File: src/rtl/fb_writer.sv
// Frame-buffer writer: stores an accepted pixel stream at raster addresses y*H_RES+x using an incremental counter.
// Optional macro FB_WRITER_CONTINUOUS_EN: frames are written back to back without returning to IDLE.
module fb_writer #(
  parameter int H_RES  = 640,
  parameter int V_RES  = 480,
  parameter int ADDR_W = 19,
  parameter int DATA_W = 8
) (
  input  logic              clk,
  input  logic              rst,
  input  logic              start,
  input  logic              abort,
  input  logic [DATA_W-1:0] pixel_in,
  input  logic              pixel_in_valido,
  output logic              pixel_in_pronto,
  output logic              wr_en,
  output logic [ADDR_W-1:0] wr_addr,
  output logic [DATA_W-1:0] wr_data,
  output logic              busy,
  output logic              done,
  output logic [7:0]        frame_count
);

  localparam int X_W = (H_RES > 1) ? $clog2(H_RES) : 1;
  localparam int Y_W = (V_RES > 1) ? $clog2(V_RES) : 1;

  typedef enum logic [1:0] {
    S_IDLE  = 2'd0,
    S_WRITE = 2'd1,
    S_DONE  = 2'd2
  } state_t;

  state_t              state_q, state_d;
  logic [X_W-1:0]      x_q, x_d;
  logic [Y_W-1:0]      y_q, y_d;
  logic [ADDR_W-1:0]   addr_q, addr_d;
  logic                wr_en_q, wr_en_d;
  logic [ADDR_W-1:0]   wr_addr_q, wr_addr_d;
  logic [DATA_W-1:0]   wr_data_q, wr_data_d;
  logic                done_q, done_d;
  logic [7:0]          frame_count_q, frame_count_d;
  logic                accept_s;
  logic                line_end_s;
  logic                frame_end_s;

  // Ready is gated by abort so a pixel offered in the abort cycle is never written.
  assign pixel_in_pronto = (state_q == S_WRITE) && !abort;
  assign accept_s        = pixel_in_valido && pixel_in_pronto;
  assign line_end_s      = (x_q == X_W'(H_RES - 1));
  assign frame_end_s     = line_end_s && (y_q == Y_W'(V_RES - 1));

  assign busy        = (state_q != S_IDLE);
  assign wr_en       = wr_en_q;
  assign wr_addr     = wr_addr_q;
  assign wr_data     = wr_data_q;
  assign done        = done_q;
  assign frame_count = frame_count_q;

  // Next-state, raster counters and registered write port.
  always_comb begin
    state_d       = state_q;
    x_d           = x_q;
    y_d           = y_q;
    addr_d        = addr_q;
    wr_en_d       = 1'b0;
    wr_addr_d     = wr_addr_q;
    wr_data_d     = wr_data_q;
    done_d        = 1'b0;
    frame_count_d = frame_count_q;
    case (state_q)
      S_IDLE: begin
        if (start && !abort) begin
          state_d = S_WRITE;
          x_d     = '0;
          y_d     = '0;
          addr_d  = '0;
        end else begin
          state_d = S_IDLE;
        end
      end
      S_WRITE: begin
        if (abort) begin
          state_d = S_IDLE;
        end else if (accept_s) begin
          wr_en_d   = 1'b1;
          wr_addr_d = addr_q;
          wr_data_d = pixel_in;
          addr_d    = addr_q + ADDR_W'(1);
          if (line_end_s) begin
            x_d = '0;
            y_d = y_q + Y_W'(1);
          end else begin
            x_d = x_q + X_W'(1);
          end
          if (frame_end_s) begin
            done_d        = 1'b1;
            frame_count_d = frame_count_q + 8'd1;
`ifdef FB_WRITER_CONTINUOUS_EN
            state_d = S_WRITE;
            x_d     = '0;
            y_d     = '0;
            addr_d  = '0;
`else
            state_d = S_DONE;
`endif
          end else begin
            state_d = S_WRITE;
          end
        end else begin
          state_d = S_WRITE;
        end
      end
      S_DONE: begin
        state_d = S_IDLE;
      end
      default: begin
        state_d = S_IDLE;
      end
    endcase
  end

  // State and datapath registers with synchronous active-low reset.
  always_ff @(posedge clk) begin
    if (!rst) begin
      state_q       <= S_IDLE;
      x_q           <= '0;
      y_q           <= '0;
      addr_q        <= '0;
      wr_en_q       <= 1'b0;
      wr_addr_q     <= '0;
      wr_data_q     <= '0;
      done_q        <= 1'b0;
      frame_count_q <= 8'd0;
    end else begin
      state_q       <= state_d;
      x_q           <= x_d;
      y_q           <= y_d;
      addr_q        <= addr_d;
      wr_en_q       <= wr_en_d;
      wr_addr_q     <= wr_addr_d;
      wr_data_q     <= wr_data_d;
      done_q        <= done_d;
      frame_count_q <= frame_count_d;
    end
  end

endmodule
File: config.mk
export PLATFORM = sky130hd
export DESIGN_NAME = fb_writer
export DESIGN_NICKNAME = d
export VERILOG_FILES = /design/src/rtl/fb_writer.sv
export SDC_FILE = /design/constraint.sdc
export NUM_CORES = 1
export LEC_CHECK = 0
export ABC_AREA = 1
export CORE_MARGIN = 2
export CORE_UTILIZATION = 45
export CTS_CLUSTER_SIZE = 30
export DETAILED_ROUTE_END_ITERATION = 7
export GPL_TIMING_DRIVEN = 0
export PLACE_DENSITY = 0.66
export SLEW_MARGIN = 20
export SYNTH_ARGS = -nofsm -noshare
export SYNTH_HDL_FRONTEND = slang
export SYNTH_SLANG_ARGS = --single-unit
File: constraint.sdc
create_clock -name clk -period 1.69 [get_ports clk]
set_input_delay 0.169 -clock clk [delete_from_list [all_inputs] [get_ports clk]]
set_output_delay 0.169 -clock clk [all_outputs]
set_load 0.05 [all_outputs]
Word level (Yosys, flattened, before mapping)
Cells that the tools add are included.
{"block": "op_classes", "addsub": 4, "n_mul": 0, "div": 0, "n_lt_le_gt_ge": 0, "n_eq_ne": 7, "shift": 0, "n_mux": 21, "bitwise": 4, "n_reduce_logical": 14}
{"op": "$mux 19", "count": 3}
{"op": "$mux 10", "count": 4}
{"op": "$pmux 19 s2", "count": 1}
{"op": "$mux 9", "count": 4}
{"op": "$pmux 10 s2", "count": 1}
{"op": "$add 19x1->19 const B", "count": 1}
{"op": "$pmux 9 s2", "count": 1}
{"op": "$add 10x1->10 const B", "count": 1}
{"op": "$eq 10x10->1 const B", "count": 1}
{"op": "$add 9x1->9 const B", "count": 1}
{"op": "$eq 9x9->1 const B", "count": 1}
{"op": "$add 8x1->8 const B", "count": 1}
{"op": "$ne 2x2->1 const B", "count": 4}
{"op": "$reduce_and 4->1", "count": 2}
{"op": "$mux 2", "count": 3}
{"op": "$reduce_and 5->1", "count": 1}
{"op": "$logic_and 1x1->1", "count": 4}
{"op": "$not 1->1", "count": 4}
{"op": "$pmux 2 s2", "count": 1}
{"op": "$reduce_bool 2->1", "count": 2}
{"op": "$reduce_or 4->1", "count": 1}
{"op": "$mux 1", "count": 3}
{"op": "$reduce_and 3->1", "count": 1}
{"op": "$reduce_or 3->1", "count": 1}
{"op": "other kinds (3)", "count": 3}
{"block": "word_totals", "regBits": 77, "latchBits": 0, "mem_bits_rw": 0, "rom_bits": 0, "in_bits": 13, "output_inout_bits": 39, "wordCells": 59, "memories": 0}

Depth between registers and ports, before layout
Gate-level depths: netlist (run 1).
{"block": "depth", "word_depth": 6, "ltp_mapped": 13, "depth_no_buf": 12}

Worst setup path after synthesis (run 1)
Ideal clock, no wire load.
{"block": "synth_timing", "path_type": "register to register", "from": "register state_q[1]", "to": "register y_q[6]", "setup_ns": 0.116, "arrival_ns": 1.447, "required_ns": 1.574, "slack_ns": 0.127, "stages_incl_launch_ff": 11, "n_path_buf": 2, "synth_period_minus_slack_ns": 1.563, "cell_sequence": "dfxtp_1 > inv_2 > nand2_2 > nor2_4 > nand2_2 > buf_6 > nand2_8 > buf_4 > nand3_1 > o21ai_0 > nor2_1"}
{"block": "synth_via", "elab_chain_len": 5, "elab_cells_between_ends": 11, "cone_classes": "5 x eq/ne; 1 x mux; 5 x reduce/logical"}
{"element": "from (decl)", "line": "33", "source": "state_t state_q, state_d;"}
{"element": "from (signal assigned)", "line": "135", "source": "state_q <= state_d;"}
{"element": "$eq 2x1->1", "line": "47", "source": "assign pixel_in_pronto = (state_q == S_WRITE) && !abort;"}
{"element": "$logic_and 1x1->1", "line": "47"}
{"element": "named net pixel_in_pronto", "line": "15", "source": "output logic pixel_in_pronto,"}
{"element": "$logic_and 1x1->1", "line": "48", "source": "assign accept_s = pixel_in_valido && pixel_in_pronto;"}
{"element": "$ne 2x2->1 (no source line)"}
{"element": "$reduce_and 5->1 (no source line)"}
{"element": "to (signal assigned)", "line": "137", "source": "y_q <= y_d;"}
{"element": "to (decl)", "line": "35", "source": "logic [Y_W-1:0] y_q, y_d;"}
The timed path passes the listed nets, and every way through them passes these cells.
A chain may end at the register's enable or synchronous reset.

Worst setup path in the final report (run 1)
{"block": "layout_timing", "from": "register wr_addr_q[6], in the netlist wr_addr[6]", "to": "output wr_addr[6]"}
{"element": "from (decl)", "line": "38", "source": "logic [ADDR_W-1:0] wr_addr_q, wr_addr_d;"}
{"element": "from (signal assigned)", "line": "140", "source": "wr_addr_q <= wr_addr_d;"}
{"element": "to (decl)", "line": "17", "source": "output logic [ADDR_W-1:0] wr_addr,"}
No word-level cell between the ends.

==> impl_metrics.toml, run 1 <==
[outcome]
outcome = "complete, no violations"

[power]
cellPowerDensity_mw_per_mm2 = 857.5
peakVddDrop_uv = 515.7
leakagePower_nw = 2.064

[timing]
tns_ps = 0
tightest_slew_ps = 541.9
setup_viol = 0
skew_ps = 12.49
hold_viol = 0
fin_crit_ps = 1653
report.final.slew_viol_count = 0
rsz0062_at_grt = "yes"
finalWorstSetupSlack_ps = 37.12
max_freq_mhz = 605.0
max-slew-margin-rel_pct = 63.87
min_period_over_period_pct = 97.80

[yosys]
synthMuxAreaShare_pct = 0
syn_area_sq_mm = 0.003515
synth_commonest_cells = "nor2_1 (92), nand2_1 (91), dfxtp_1 (77), inv_1 (50), a21oi_1 (37)"
synth_top_family_by_area = "simple AND/OR/NAND/NOR gates"
synthCells = 494
yosys.area.top_type = "dfxtp_1"
synth-adder-area-share_pct = 1.424
synth_top_area_share_pct = 43.86
ys_dominant_reg_cell = "dfxtp_1"
ys_top_cells_by_area = "dfxtp_1 (44%), nor2_1 (9.8%), nand2_1 (9.7%)"
synthArstFlopShare_pct = 0
yosys_warnings = 0
syn_nets = 511
synthXorXnorAreaFrac_pct = 1.246
avgSynthCellArea_sq_um = 7.115
synth_edf_count = 0
synth-compound-area-share_pct = 12.21
ys_seq_area_share_pct = 43.86
synth.distinct_cells = 35
ys_ff_latch = 77
synthMostInstantiatedCell = "nor2_1"
yosys.area_share.simple_pct = 31.93

[die]
die_h_um = 92.38
pin_count = 52
rows = 32
dieArea_sq_mm = 0.008533
core_area_sq_mm = 0.007647
initial_core_util_pct = 45.96
die_w_um = 92.38

[place]
port_buffers = 50
dp_cells = 646
dp_hpwl_um = 5906
pre_cts_ws_ps = -188.5
dpl_cell_area_sq_mm = 0.004143
gp_congestion = 0.8525

[final_layout]
drive_above_1_share_pct = 11.59
finalInstanceArea_sq_mm = 0.004497
final_nets = 574
utilization_pct = 58.80
post_layout_nonfiller_instances = 663
n_antenna_cell = 0
area_growth_pct = 27.95

[worst_setup_path]
crit_required_ps = 1520
crit_path_end_kind = "output port"
cp_slowest_cell = "clkdlybuf4s50_1"
worstPathMaxFanout = 2
critPathArrivalTime_ps = 1480
max_stage_delay_ps = 800
crit_type = "reg2out"
crit_chain = "clkdlybuf4s50_1"
cp-start-kind = "register"
crit_buf_inv = 1
critical_path.top_delay_family = "buffers and inverters"

[clock_network]
clockBufferDepth = 2
cts-root-buf = "clkbuf_8"
cts.sinks = 77
hold_buffers = 0
cts.htree.levels = 3
cts_tree = "built"
clk_latency_ps = 360
cts.clk_slew.worst_paths_ps = 80
cts_made_buffers = 9

[detailed_routing]
avgRoutedWirePerCell_um = 12.57
drt_pass1_iterations = 4
viasPerCell = 5.021
ant_nets = 0
drtIter0Drc = 123
drc = 0
drt_wl_total_um = 8334
via_count = 3329

[global_routing]
gr-total-overflow = 0
antenna_found_initial = 0
grt_pass1_vias = 3146
grt.busiest_layer = "met2"
grt_pass1_wl_um = 14330
grt_max_degree = 14
met3_usage_pct = 3.824
track_usage_pct = 20.91
use_met2_pct = 34.00
use_met1_pct = 27.74

[run]
maxCapViolations = 0

[min_path]
hold_class = "in2reg"
==> worst min-delay path: stages <==
cell and delay, ps:
clkbuf_1 250, o21ai_0 150, a21oi_1 50
==> final timing paths <==
kind                                  from          to  slack (ps)  cells past startpoint
worst min-delay path                   rst  wr_addr[4]         310                      3
worst min register to register      y_q[4]      y_q[4]         450                      2
worst max register to register      x_q[0]      y_q[3]         110                     10
worst max-delay path            wr_addr[6]  wr_addr[6]          40                      1
==> where the power goes <==
part           total (mW)  leakage, nW  switching, mW  internal (mW)
logic               0.331         1.32          0.216          0.115
clock network        1.67        0.116          0.698          0.975
registers            1.85        0.624         0.0141           1.84
==> layer usage <==
metal  vias to the layer above  share of wire (%)
met1                      1538                 48
met2                        69                 46
met4                         0                1.2
met3                        11                4.6
li1                       1711                  -
met5                         -                  0
==> cell usage in the layout (no fill, tap or decap), types with 2 or more instances in the layout <==
cell type / instances
dlygate4sd2_1: 10
nand3_2: 2
buf_2: 4
nor2_4: 4
o21bai_1: 2
o21ai_1: 6
bufinv_16: 3
nand3_4: 2
inv_2: 4
buf_6: 3
nand3_1: 22
buf_4: 7
xor2_1: 4
o21ai_0: 33
clkbuf_1: 5
inv_1: 49
nor2_2: 5
dlymetal6s2s_1: 19
a21oi_1: 37
ha_1: 3
nand2_2: 6
nor2_1: 89
dfxtp_1: 72
clkdlybuf4s50_1: 20
dfxtp_2: 5
clkbuf_8: 9
nand4_1: 16
nor3_1: 9
nor3_2: 3
nand2_1: 90
==> logic make-up (layout without fill, tap and decap cells) <==
logic type | Yosys count | after routing
DFF | 77 | 77
and+or+nand+nor | 254 | 254
adders and majority gates | 4 | 4
AOI/OAI and AO/OA | 82 | 82
buffers and inverters | 72 | 139
xor gates and xnor gates | 5 | 5
==> final cells by class <==
| type | count | area (sq um) |
|---|---|---|
| Buffer | 19 | 128.9 |
| Multi-Input combinational cell | 345 | 1708 |
| Tap cell | 102 | 127.6 |
| Clock buffer | 9 | 123.9 |
| Timing Repair Buffer | 52 | 550.5 |
| Sequential cell | 77 | 1548 |
| Clock inverter | 6 | 111.4 |
| Fill cell | 729 | 3151 |
| Inverter | 53 | 198.9 |
==> stage by stage <==
stage | hold WS (ps) | total power [mW]
after floorplan | 332.7 | 2.111
after global placement | 438.6 | 2.222
after detailed placement | 444.6 | 2.225
after CTS | 299.9 | 3.887
after global routing | 351.4 | 3.990
final | 312.9 | 3.856
==> flip-flops by register name, indices dropped and copies added (netlist names) <==
signal / flops
state_q: 2
y_q: 9
frame_count: 8
wr_en: 1
addr_q: 19
x_q: 10
done: 1
wr_data: 8
wr_addr: 19
==> timing repair <==
action / CTS / global route
pin swaps: 1 / 2
buffers inserted: 0 / 2
resized for setup: 15 / 38
endpoints found under the setup margin: 17 / 50
Note: power is estimated with default switching activity, not from simulation.
==> run 2, diff against run 1 <==
--- a/config.mk
+++ b/config.mk
@@ -6,7 +6,7 @@
 export NUM_CORES = 1
 export LEC_CHECK = 0
 export ABC_AREA = 1
-export CORE_MARGIN = 2
+export CORE_MARGIN = 4
 export CORE_UTILIZATION = 45
 export CTS_CLUSTER_SIZE = 30
 export DETAILED_ROUTE_END_ITERATION = 7
==> run 2 against run 1 <==
  * Routed wire length shrank 0.56%
  * Sequential power is essentially flat
  * Utilization grew 1.5 points
  * Combinational power is essentially flat
  * Largest cell class unchanged
==> impl_metrics.toml, run 2 (same netlist as run 1, synthesis figures left out) <==
[worst_setup_path]
critPathLaunch = "wr_en"
crit_path_end_kind = "output port"
r2r-start = "y_q[0]"
crit_required_ps = 1520
worstPathMaxFanout = 1
max_stage_delay_ps = 790
cp_slowest_cell = "clkdlybuf4s50_1"
crit_type = "reg2out"
cp-start-kind = "register"
crit_chain = "clkdlybuf4s50_1"
critical_path.top_delay_family = "buffers and inverters"
critPathArrivalTime_ps = 1460
crit_buf_inv = 1

[clock_network]
cts_made_buffers = 9
cts.sinks = 77
cts.clk_slew.worst_paths_ps = 80
clk_latency_ps = 360
cts_tree = "built"
cts.htree.levels = 3
clockBufferDepth = 2
cts-root-buf = "clkbuf_8"

[global_routing]
grt_pass1_vias = 2956
antenna_found_initial = 0
track_usage_pct = 18.17
grt_pass1_wl_um = 13230
gr-total-overflow = 0
grt_max_degree = 15

[final_layout]
final_nets = 573
drive_above_1_share_pct = 11.59
area_growth_pct = 27.06
finalInstanceArea_sq_mm = 0.004466
n_antenna_cell = 0
layout_common_cells = "nand2_1 (90), nor2_1 (90), dfxtp_1 (71), inv_1 (49), a21oi_1 (37)"

[die]
initial_core_util_pct = 47.44
core_area_sq_mm = 0.007408
dieArea_sq_mm = 0.009288
rows = 31
die_w_um = 96.38
pin_count = 52
die_h_um = 96.38

[place]
gp_congestion = 0.8790
pre_cts_ws_ps = -163.9
port_buffers = 50
dpl_cell_area_sq_mm = 0.004139
dp_hpwl_um = 6006

[detailed_routing]
viasPerCell = 4.979
drt_wl_total_um = 8287
drt_pass1_iterations = 5
drc = 0
avgRoutedWirePerCell_um = 12.56
drtIter0Drc = 90
ant_nets = 0
via_count = 3286

[timing]
hold_viol = 0
report.final.slew_viol_count = 0
min_period_over_period_pct = 96.57
setup_viol = 0
skew_ps = 10.33
fin_crit_ps = 1632
max_freq_mhz = 612.7
hold_slack_ps = 314.2
finalWorstSetupSlack_ps = 57.94
max-slew-margin-rel_pct = 63.53
rsz0062_at_grt = "yes"
tightest_slew_ps = 547.1

[outcome]
outcome = "complete, no violations"

[power]
leakagePower_nw = 2.156
cellPowerDensity_mw_per_mm2 = 813.8
total_power_mw = 3.634
peakVddDrop_uv = 512.1

[min_path]
hold_class = "in2reg"
min_from = "rst"

[run]
maxCapViolations = 0
run 2: metrics by stage:
stage | setup TNS [ps] | instances | util [%]
CTS | 0 | 659 | 58.74
detailed placement | -3767 | 643 | 55.87
floorplan | 0 | 494 | -
global placement | -3371 | 643 | 55.87
finish | 0 | 660 | 60.28
global route | -5.394 | 660 | 60.28
run 2: power by group:
group | internal, mW | switching [mW] | leakage, nW | total, mW
registers | 1.84 | 0.0138 | 0.624 | 1.85
clock network | 0.730 | 0.723 | 0.0951 | 1.45
logic | 0.115 | 0.215 | 1.44 | 0.329
total | 2.68 | 0.952 | 2.16 | 3.63
run 2: timing repair:
item | in CTS | in global routing
hold buffers | 0 | 0
pin swaps | 0 | 3
gates resized for setup | 16 | 43
setup buffers | 0 | 1
endpoints found under the setup margin | 17 | 57
run 2: path summary, 6_finish.rpt:
path	end	slack [ps]	cells past startpoint
worst max-delay path	wr_en	60	1
worst min-delay path	wr_addr[7]	310	3
worst max register to register	frame_count[3]	120	8
worst min register to register	y_q[4]	450	2
run 2: final cells by class:
type                       count  area, sq um
timing repair buffer          51        551.8
clock buffer                  10        137.6
multi-input combinational    345         1705
tap                           99        123.9
clock inverter                 6        70.07
buffer                        19        128.9
fill                         709         2943
inverter                      53        198.9
sequential                    77         1549
run 2: per-layer routing:
layer / vias to the layer above / track usage [%] / part of all wire, %
met5: - / 0 / 0
met4: 0 / 6.192 / 1.1
met3: 7 / 3.873 / 5.1
met2: 73 / 29.21 / 45
met1: 1492 / 24.23 / 49
li1: 1714 / - / -
==> run 3, diff against run 2 <==
--- a/config.mk
+++ b/config.mk
@@ -5,13 +5,12 @@
 export SDC_FILE = /design/constraint.sdc
 export NUM_CORES = 1
 export LEC_CHECK = 0
-export ABC_AREA = 1
 export CORE_MARGIN = 4
 export CORE_UTILIZATION = 45
 export CTS_CLUSTER_SIZE = 30
 export DETAILED_ROUTE_END_ITERATION = 7
 export GPL_TIMING_DRIVEN = 0
-export PLACE_DENSITY = 0.66
+export PLACE_DENSITY = 0.67
 export SLEW_MARGIN = 20
 export SYNTH_ARGS = -nofsm -noshare
 export SYNTH_HDL_FRONTEND = slang
==> run 3 against run 2 <==
  * The flow now finishes with violations (negative setup slack)
  * Cell count is 8.9% lower
  * Critical path type is now reg2reg
  * Count of clock-buffer cells in the layout is 1 higher
  * Highest routed layer unchanged
  * Register-to-register slack worse by 390 ps
  * Largest power group unchanged
==> impl_metrics.toml, run 3 <==
[outcome]
outcome = "finished, violations left"
violations = "negative setup slack"

[yosys]
synth_top_area_share_pct = 45.73
syn_area_sq_mm = 0.003371
synth_commonest_cells = "dfxtp_1 (77), nand2_1 (69), a21oi_1 (57), or4_1 (24), nand3_1 (23)"
yosys.area_share.simple_pct = 28.14
synthArstFlopShare_pct = 0
synthMostInstantiatedCell = "dfxtp_1"
yosys.area.top_type = "dfxtp_1"
synthMuxAreaShare_pct = 0.6310
synth-adder-area-share_pct = 1.485
synth.distinct_cells = 41
avgSynthCellArea_sq_um = 8.323
ys_ff_latch = 77
ys_seq_area_share_pct = 45.73
synth_top_family_by_area = "simple AND/OR/NAND/NOR gates"
yosys_warnings = 0
ys_top_cells_by_area = "dfxtp_1 (46%), a21oi_1 (8.5%), nand2_1 (7.7%)"
ys_dominant_reg_cell = "dfxtp_1"
synth-compound-area-share_pct = 16.63
synthXorXnorAreaFrac_pct = 3.378
synth_edf_count = 0
synthCells = 405
syn_nets = 422

[clock_network]
cts-root-buf = "clkbuf_8"
cts.htree.levels = 3
cts.sinks = 77
hold_buffers = 0
clockBufferDepth = 2
cts.clk_slew.worst_paths_ps = 90
cts_made_buffers = 9
cts_tree = "built"
clk_latency_ps = 350

[place]
dp_hpwl_um = 5960
pre_cts_ws_ps = -767.1
gp_congestion = 0.8668
port_buffers = 50

[timing]
setup_viol = 27
tns_ps = -4052
finalWorstSetupSlack_ps = -268.7
max_freq_mhz = 510.5
min_period_over_period_pct = 115.9
report.final.slew_viol_count = 0
max-slew-margin-rel_pct = 56.64
tightest_slew_ps = 650.4
fin_crit_ps = 1959
skew_ps = 9.240
hold_viol = 0
rsz0062_at_grt = "yes"

[final_layout]
multi_input_area_sq_mm = 0.001961
area_growth_pct = 44.43
n_antenna_cell = 0
layout_common_cells = "nand2_1 (68), dfxtp_1 (56), a21oi_1 (52), buf_4 (31), dlymetal6s2s_1 (25)"
drive_above_1_share_pct = 25.30
utilization_pct = 67.12
final_nets = 514
layout_commonest_cell = "nand2_1"
nFillCells = 620
seq_area_sq_mm = 0.001595

[die]
core_area_sq_mm = 0.007253
pin_count = 52
dieArea_sq_mm = 0.008939
die_h_um = 94.55
rows = 31
die_w_um = 94.55
initial_core_util_pct = 46.47

[run]
maxCapViolations = 0

[worst_setup_path]
r2r-start = "state_q[1]"
worstReg2RegEnd = "addr_q[17]"
critPathArrivalTime_ps = 2250
worstPathMaxFanout = 4
cp-start-kind = "register"
crit_path_end_kind = "register"
reg2reg_slack_ps = -270
crit_required_ps = 1980
r2r.worst_path.cells = 5
crit_type = "reg2reg"

[detailed_routing]
drtIter0Drc = 242
ant_nets = 0
drt_pass1_iterations = 5
avgRoutedWirePerCell_um = 15.67
via_count = 3401
drt_wl_total_um = 9419
drc = 0
viasPerCell = 5.659

[global_routing]
grt_max_degree = 15
use_met1_pct = 29.52
met3_usage_pct = 3.267
track_usage_pct = 20.84
grt_pass1_vias = 3065
grt_pass1_wl_um = 14650
use_met2_pct = 31.38
gr-total-overflow = 0
antenna_found_initial = 0
grt.busiest_layer = "met2"

[min_path]
holdPathEnd = "x_q[9]"
min_from = "rst"
hold_class = "in2reg"
worst_hold_path.num_cells = 3

[power]
leakagePower_nw = 2.042
peakVddDrop_uv = 531.9
cellPowerDensity_mw_per_mm2 = 700.5
==> run 3: changes by cell type in the layout (fill, tap and decap cells not counted), moves of 16 or more <==
cell,change
buf_4,+25
inv_1,-42
nand2_1,-22
nor2_1,-71
o21ai_0,-26
o31ai_1,+17
or4_1,+16
==> run 3: layout make-up <==
cell class              count  area share (%)
plain buffers              19           2.647
clock buffers              11           3.135
clock inverters             5          0.7967
inverters                   7          0.5397
multi-input cells         299           40.27
flip-flops and latches     77           32.77
well taps                  99           2.544
repair buffers             84           17.30
==> run 3: kinds of logic after synthesis <==
kind of cell    count (synthesis)
fa+ha+maj                       4
compound gates                 97
buf+inv                        29
simple gates                  183
mux                             2
xor+xnor                       13
flops                          77
==> run 3: stage by stage <==
step | hold slack (ps) | cells | total power [mW] | instance area, sq um
after floorplan | 305.0 | 405 | 1.986 | 3465
after global placement | 441.5 | 554 | 2.067 | 4089
after detailed placement | 447.7 | 554 | 2.067 | 4089
after CTS | 230.3 | 593 | 3.442 | 4589
after global routing | 278.6 | 601 | 3.544 | 4868
final | 265.2 | 601 | 3.410 | 4868
==> run 3: metal layers <==
layer	up-vias	wire length, um
met1	1614	4364
met4	0	136
met5	-	0
met2	110	4373
met3	11	544
li1	1666	-
==> run 3: worst max-delay path by stage <==
stage	slack [ps]	to	cells past startpoint	start
6_report	-270	addr_q[17]	5	state_q[1]
5_1_grt	-320	addr_q[16]	5	state_q[1]
4_1_cts	-350	addr_q[14]	6	state_q[1]
3_5_place_dp	-770	addr_q[16]	7	abort
3_3_place_gp	-750	addr_q[16]	7	abort
2_1_floorplan	-260	addr_q[16]	6	state_q[1]
==> run 3: report_power, final <==
part	switching [mW]	internal [mW]
sequential	0.0144	1.81
clock	0.713	0.635
combinational	0.147	0.0911
==> run 3: what timing repair did <==
action / in CTS / in global routing
gates cloned: 1 / 0
setup endpoints to repair: 75 / 90
pin swaps: 12 / 11
setup buffers: 22 / 11
gates resized for setup: 51 / 75
==> run 3: worst max-delay path, stage by stage, from the launching register on <==
cell,delay [ps]
dfxtp_2,330
or2_4,280
or4_4,560
buf_6,160
or4_1,460
a21oi_1,120
